[src/rtl/akis_denetleyici.sv]
// Command/frame sequencer between the UART RX FIFO, the hizlandirici accelerator and the UART TX FIFO.
// Parses a 2-byte host header, streams one frame through the accelerator and frames the response.
module akis_denetleyici #(
  parameter int unsigned FRAME_PIXELS = 76800,
  parameter int unsigned OUT_PIXELS   = 76800,
  parameter logic [7:0]  SYNC_BYTE    = 8'hA5,
  parameter logic [7:0]  RESP_BYTE    = 8'h5A,
  parameter int unsigned TIMEOUT_CYC  = 10000000
) (
  input  logic        clk_i,
  input  logic        rstn_i,
  input  logic [7:0]  s_veri_i,
  input  logic        s_gecerli_i,
  output logic        s_hazir_o,
  output logic [7:0]  h_veri_o,
  output logic        h_gecerli_o,
  input  logic        h_hazir_i,
  input  logic [7:0]  hz_veri_i,
  input  logic        hz_gecerli_i,
  output logic        hz_hazir_o,
  output logic [7:0]  m_veri_o,
  output logic        m_gecerli_o,
  input  logic        m_hazir_i,
  output logic        mesgul_o,
  output logic        hata_o,
  output logic [15:0] cerceve_sayisi_o
);

  localparam int unsigned IW = $clog2(FRAME_PIXELS + 1);
  localparam int unsigned OW = $clog2(OUT_PIXELS + 1);
  localparam int unsigned WW = $clog2(TIMEOUT_CYC + 1);

  typedef enum logic [3:0] {
    BOSTA, KOMUT, BASLIK0, BASLIK1, AKIS,
    DURUM0, DURUM1, DURUM2, DURUM3, HATA0, HATA1
  } durum_t;

  durum_t        r_durum, w_sonraki;
  logic [IW-1:0] r_in_cnt;
  logic [OW-1:0] r_out_cnt;
  logic [WW-1:0] r_wd;
  logic          r_hata;
  logic          r_mesgul;
  logic [15:0]   r_cerceve;
  logic [15:0]   r_snap;

  logic w_in_acik, w_out_acik, w_in_xfer, w_out_xfer, w_bitti, w_zaman;

  assign w_in_acik  = (r_in_cnt < IW'(FRAME_PIXELS));
  assign w_out_acik = (r_out_cnt < OW'(OUT_PIXELS));

  assign mesgul_o         = r_mesgul;
  assign hata_o           = r_hata;
  assign cerceve_sayisi_o = r_cerceve;

  always_comb begin
    w_sonraki   = r_durum;
    s_hazir_o   = 1'b0;
    h_veri_o    = '0;
    h_gecerli_o = 1'b0;
    hz_hazir_o  = 1'b0;
    m_veri_o    = '0;
    m_gecerli_o = 1'b0;
    w_in_xfer   = 1'b0;
    w_out_xfer  = 1'b0;
    w_bitti     = 1'b0;
    w_zaman     = 1'b0;
    case (r_durum)
      BOSTA: begin
        // Gated by reset so the FIFO read strobe is low while reset is held.
        s_hazir_o = rstn_i;
        if (s_gecerli_i && (s_veri_i == SYNC_BYTE)) w_sonraki = KOMUT;
      end
      KOMUT: begin
        s_hazir_o = 1'b1;
        if (s_gecerli_i) begin
          case (s_veri_i)
            8'h01:   w_sonraki = BASLIK0;
            8'h02:   w_sonraki = DURUM0;
            default: w_sonraki = HATA0;
          endcase
        end
      end
      BASLIK0: begin
        m_gecerli_o = 1'b1;
        m_veri_o    = RESP_BYTE;
        if (m_hazir_i) w_sonraki = BASLIK1;
      end
      BASLIK1: begin
        m_gecerli_o = 1'b1;
        m_veri_o    = 8'h01;
        if (m_hazir_i) w_sonraki = AKIS;
      end
      AKIS: begin
        h_veri_o    = s_veri_i;
        h_gecerli_o = s_gecerli_i && w_in_acik;
        s_hazir_o   = h_hazir_i && w_in_acik;
        m_veri_o    = hz_veri_i;
        m_gecerli_o = hz_gecerli_i && w_out_acik;
        hz_hazir_o  = m_hazir_i && w_out_acik;
        w_in_xfer   = h_gecerli_o && h_hazir_i;
        w_out_xfer  = m_gecerli_o && m_hazir_i;
        // Completion wins over the watchdog when both happen on the same cycle.
        w_bitti = (r_in_cnt == IW'(FRAME_PIXELS)) && (r_out_cnt == OW'(OUT_PIXELS));
        w_zaman = !w_bitti && !w_in_xfer && !w_out_xfer && (r_wd == WW'(TIMEOUT_CYC - 1));
        if (w_bitti || w_zaman) w_sonraki = BOSTA;
      end
      DURUM0: begin
        m_gecerli_o = 1'b1;
        m_veri_o    = RESP_BYTE;
        if (m_hazir_i) w_sonraki = DURUM1;
      end
      DURUM1: begin
        m_gecerli_o = 1'b1;
        m_veri_o    = 8'h02;
        if (m_hazir_i) w_sonraki = DURUM2;
      end
      DURUM2: begin
        m_gecerli_o = 1'b1;
        m_veri_o    = r_snap[15:8];
        if (m_hazir_i) w_sonraki = DURUM3;
      end
      DURUM3: begin
        m_gecerli_o = 1'b1;
        m_veri_o    = r_snap[7:0];
        if (m_hazir_i) w_sonraki = BOSTA;
      end
      HATA0: begin
        m_gecerli_o = 1'b1;
        m_veri_o    = RESP_BYTE;
        if (m_hazir_i) w_sonraki = HATA1;
      end
      HATA1: begin
        m_gecerli_o = 1'b1;
        m_veri_o    = 8'hEE;
        if (m_hazir_i) w_sonraki = BOSTA;
      end
      default: w_sonraki = BOSTA;
    endcase
  end

  always_ff @(posedge clk_i or negedge rstn_i) begin
    if (!rstn_i) begin
      r_durum   <= BOSTA;
      r_mesgul  <= 1'b0;
      r_hata    <= 1'b0;
      r_cerceve <= '0;
      r_snap    <= '0;
      r_in_cnt  <= '0;
      r_out_cnt <= '0;
      r_wd      <= '0;
    end else begin
      r_durum  <= w_sonraki;
      r_mesgul <= (w_sonraki != BOSTA);
      if ((r_durum == KOMUT) && s_gecerli_i) begin
        if (s_veri_i == 8'h01)      r_hata <= 1'b0;
        else if (s_veri_i != 8'h02) r_hata <= 1'b1;
      end
      if ((r_durum == KOMUT) && (w_sonraki == DURUM0)) r_snap <= r_cerceve;
      if (r_durum == AKIS) begin
        if (w_bitti || w_zaman) begin
          r_in_cnt  <= '0;
          r_out_cnt <= '0;
          r_wd      <= '0;
          if (w_bitti) r_cerceve <= r_cerceve + 16'd1;
          else         r_hata    <= 1'b1;
        end else begin
          if (w_in_xfer)  r_in_cnt  <= r_in_cnt + IW'(1);
          if (w_out_xfer) r_out_cnt <= r_out_cnt + OW'(1);
          r_wd <= (w_in_xfer || w_out_xfer) ? '0 : r_wd + WW'(1);
        end
      end
    end
  end

endmodule

[config.mk]
export PLATFORM = sky130hd
export DESIGN_NAME = akis_denetleyici
export DESIGN_NICKNAME = d
export VERILOG_FILES = /design/src/rtl/akis_denetleyici.sv
export SDC_FILE = /design/constraint.sdc
export NUM_CORES = 1
export LEC_CHECK = 0
export CORE_MARGIN = 2
export CORE_UTILIZATION = 55
export CTS_CLUSTER_SIZE = 24
export DETAILED_ROUTE_END_ITERATION = 6
export DONT_BUFFER_PORTS = 1
export GPL_ROUTABILITY_DRIVEN = 0
export PLACE_DENSITY_LB_ADDON = 0.08
export REMOVE_ABC_BUFFERS = 1
export SLEW_MARGIN = 20
export SYNTH_ARGS = -nofsm -noshare
export SYNTH_HDL_FRONTEND = slang
export SYNTH_SLANG_ARGS = --single-unit
[constraint.sdc]
create_clock -name clk_i -period 5.78 [get_ports clk_i]
set_input_delay 1.156 -clock clk_i [delete_from_list [all_inputs] [get_ports clk_i]]
set_output_delay 1.156 -clock clk_i [all_outputs]
set_load 0.1 [all_outputs]
After elaboration in Yosys (flattened, before gate mapping). Cells that the tools add are included.

Bits in read-only memories: 0. Bits in latches: 0. Bits of input ports: 22. Register bits after elaboration: 96. Output and inout bits: 38. Memories kept: 0. Bits in writable memories: 0. Logic and storage cells: 95.

Shifts and indexed selects: 0. Magnitude comparators: 2. Muxes and demuxes: 34. Multiply operators: 0. Equality and inequality tests: 18. $add $sub $neg: 4. Reductions and logical operators: 29. Bitwise logic cells: 0. Divide/modulo/power cells: 0.

Operators with widths (count): 17-bit 2-to-1 mux (4); 8-bit case mux with 7 select lines (1); 24-bit 2-to-1 mux (2); 4-bit 2-to-1 mux (10); 4-bit case mux with 10 select lines (1); 17-bit by 1-bit adder with 17-bit output, second input constant (2); 17-bit equality test, second input constant (2); 17-bit less-than comparator, second input constant (2); 24-bit by 1-bit adder with 24-bit output, second input constant (1); 24-bit equality test, second input constant (1); 4-bit by 3-bit equality test with 1-bit output, second input constant (5); 16-bit by 1-bit adder with 16-bit output, second input constant (1); 1-bit logical AND (13); 4-bit equality test, second input constant (3); 1-bit 2-to-1 mux (12); 4-bit by 2-bit equality test with 1-bit output, second input constant (2); 8-bit by 1-bit equality test with 1-bit output, second input constant (1); 8-bit by 2-bit equality test with 1-bit output, second input constant (1); 8-bit equality test, second input constant (1); 8-bit 2-to-1 mux (1); 8-bit by 2-bit inequality test with 1-bit output, second input constant (1); 4-bit case mux with 2 select lines (1); 8-bit OR reduction (1); 4-bit by 1-bit equality test with 1-bit output, second input constant (1); 11 further kinds (17).

Longest topological paths before layout.
Depth in word-level cells: 12. Gate-level depth with buffers: 9. Gate-level depth less buffers: 7.

Worst setup path after synthesis. OpenSTA, ideal clock, no wires.

Path type: input port to output port. From: input h_hazir_i. To: output s_hazir_o. Slack: -1318 ps. Stages on the path: 2. Required time: 4624 ps. Arrival time: 5942 ps. Buffers on the path: 0. Path through: nand3_1 -> a2111oi_0.

Word-level cells in the longest chain between the ends: 2.

Ends and longest elaborated chain: from (decl) (RTL line 17) `input logic h_hazir_i,`; 1-bit logical AND (RTL line 97) `s_hazir_o = h_hazir_i && w_in_acik;`; 1-bit case mux with 3 select lines (RTL line 68) `case (r_durum)`; to (decl) (RTL line 14) `output logic s_hazir_o,`.

Every way passes these cells.

Worst setup path in the final report.
From: register r_durum[0]. To: output m_veri_o[2].

Word-level cells in the longest chain between the ends: 3. Elaborated cells on any way between the ends: 11. Classes of those cells: eq/ne: 9; mux: 1; reduce/logical: 1.

Ends and longest elaborated chain: from (decl) (RTL line 38) `durum_t r_durum, w_sonraki;`; from (signal assigned) (RTL line 153) `r_durum <= w_sonraki;`; 4-bit equality test, or another cell as far along (RTL line 68); 3-bit OR reduction (no source line); 8-bit case mux with 7 select lines (*) (RTL line 68); to (decl) (RTL line 21) `output logic [7:0] m_veri_o,`.

Mark *: on every way between the ends. The rest lies on a longest branch, timed or not.

==> metrics.txt <==
status finished clean; largest fanout on the critical path 25; total CTS buffers 9; flop2flop setup slack 2.46 ns; Worst Setup End Kind output port; layout cell share with drive strength beyond 1 9.280%; asr flop ratio synth 100.0%; DR DRC count 0; I/O Buffers 0; Clock Skew 0.01280 ns; Area contributors post-synth dfrtp_1 (42%), xnor2_1 (4.3%), nor2_1 (4.2%); Rows 37; leakage 2.458 nW; Slew Limit Fails 0; initial antenna violation count 0; prevailing post-synth register cell dfrtp_1; Core Footprint 10180 um2; vias in the first global route 4626; CP endpoint m_veri_o[2]; CTS Hold Bufs 0; DIE HEIGHT 105.9 um; worst reg2reg endpoint r_wd[6]; RSZ-0062 raised after global routing false; P&R area growth vs syn 6.264%; CP required 4.62 ns; worst setup margin 1.490 ns; Overflow after GRT 0; Setup crit start r_durum[0]; Final #Nets 648; Fill cells 885; Worst Hold Class primary input to asynchronous set/reset pin; CP Launch Type flop; num ports 60; # diodes 0; sequential fraction of the synthesis area 42.05%; crit path time final 4.290 ns; DR iter-0 viols 294; FF-to-FF Start r_durum[2]; worst-margin pin slew 1.176 ns; Max-cap violations 0; Clock Tree Root clkbuf_8; die area 11220 um2; CTS HTree Levels 3; cell taking the most area after synthesis dfrtp_1; Avg Synthesized Cell Area 8.940 um2; Yosys top cell area share 42.05%; maximum vdd drop 293.4 uV; first-pass GRT wire length 23920 um; synthesized cell area 5713 um2; synthesized instance count 639; setup bufs post-CTS 0; DR vias 4869; Starting Density 56.09%; vias per std cell 6.398; unique cell type count in the Yosys netlist 62; Routed Wire Length 14410 um; CTS tree yes; clk sinks 96; dpl ws 1.906 ns; Power Dens Cells 354.0 nW/um2; Yosys reg bits 96; clk_lat worst skew 0.37 ns; HPWL after detailed placement 9970 um; largest net degree at the start of global routing 98; routed len/inst 18.94 um; Final Hold Fails 0; setup violators final 0; synth warn 0; slew margin rel. 21.64%; Crit Path Class flop to output port; Routed Antenna Nets 0; CTS Buffer Depth 2; period utilisation layout 74.22%; cts repair resizes 0; drt first pass iters 5; critical path arrival 3.13 ns; Clock transition at path regs 0.10 ns; R2R depth 6; Die Width 105.9 um; gr usage total 26.55%; Post-synth EDFFs 0; Power Total 2.149 mW; achievable frequency 233.1 MHz
registers in the layout, indices dropped and copies added (netlist names):
register,cells
r_snap,16
r_wd,24
r_out_cnt,17
r_in_cnt,17
mesgul_o,1
r_durum,4
cerceve_sayisi_o,16
hata_o,1
final cells by class:
| cell class | instances | area (um2) | share of cell area, % |
|---|---|---|---|
| clock buffer | 9 | 123.9 | 2.040 |
| clock inverter | 7 | 62.56 | 1.031 |
| inverter | 23 | 86.33 | 1.422 |
| multi-input combinational | 485 | 3168 | 52.18 |
| sequential | 96 | 2402 | 39.57 |
| tap | 136 | 170.2 | 2.803 |
| timing repair buffer | 5 | 57.56 | 0.9481 |
worst max-delay path: stages, from the launching register on:
cell     delay, ns
dfrtp_1       0.86
inv_1         0.35
nor2_1        0.45
a22oi_1       0.17
o22ai_2       0.93
kinds of logic after synthesis:
group / Yosys count / synth area share [%]
and+or+nand+nor: 298 / 28.60
AOI/OAI and AO/OA: 125 / 14.74
DFF: 96 / 42.05
buffers and inverters: 58 / 3.964
xor gates and xnor gates: 37 / 5.673
muxes: 19 / 3.657
adders and majority gates: 6 / 1.314
synthesized netlist by cell type (3+ instances only):
cell,instances
dfrtp_1,96
nor2_1,64
nand2_1,50
nand4_1,34
nand3_1,32
clkbuf_1,30
o21ai_0,28
xnor2_1,28
a21oi_1,24
inv_1,23
nor3_1,18
nor4_1,18
mux2_2,15
or3_1,14
and2_1,11
and4_1,9
or4_1,9
xor2_1,9
a31oi_1,8
a22o_1,7
a41o_1,7
a41oi_1,7
nor2b_1,7
o211ai_1,7
o22ai_1,7
and3_1,6
ha_1,6
nor4b_1,6
a21o_1,5
mux2i_1,4
nand2b_1,4
o2111ai_1,4
a22oi_1,3
buf_1,3
o31ai_1,3
or2_2,3
layer usage:
metal | vias to the layer above | global-route usage [%] | share of wire (%)
met1 | 2379 | 38.88 | 47
met5 | - | 0 | 0
met3 | 19 | 4.353 | 5.5
li1 | 2330 | - | -
met4 | 0 | 7.801 | 1.5
met2 | 141 | 40.88 | 46
how the worst min path moves through the flow:
stage | cells past startpoint | to | startpoint | slack (ns)
after floorplan | 2 | r_snap[14] | r_snap[14] | 0.45
after global placement | 2 | r_snap[15] | r_snap[15] | 0.47
after detailed placement | 2 | r_snap[15] | r_snap[15] | 0.48
after CTS | 0 | cerceve_sayisi_o[15] | rstn_i | 0.45
after global routing | 0 | r_out_cnt[15] | rstn_i | 0.45
final | 0 | r_out_cnt[15] | rstn_i | 0.46
layout by cell type, fill, tap and decap left out, types with 15 or more instances in the layout:
master   count
xnor2_1     28
inv_1       23
dfrtp_1     96
a21oi_1     20
nand3_1     32
o21ai_0     25
nand2_1     50
nor2_1      64
nor3_1      18
mux2_2      15
nor4_1      18
nand4_1     34
where the power goes:
group	internal, mW	total (mW)	switching (mW)
Combinational	0.212	0.855	0.644
Sequential	0.714	0.861	0.147
Clock	0.166	0.433	0.267
metrics by stage:
| stage | utilization [%] | hold WS [ns] | area, um2 | cells | setup TNS (ns) |
|---|---|---|---|---|---|
| 2_1_floorplan | - | 0.4465 | 5573 | 604 | -1.320 |
| 3_3_place_gp | 57.63 | 0.4655 | 5869 | 745 | 0 |
| 3_5_place_dp | 57.78 | 0.4756 | 5884 | 745 | 0 |
| 4_1_cts | 59.61 | 0.4458 | 6071 | 761 | 0 |
| 5_1_grt | 59.61 | 0.4484 | 6071 | 761 | 0 |
| 6_report | 59.61 | 0.4634 | 6071 | 761 | 0 |
(Power assumes the default switching activity.)
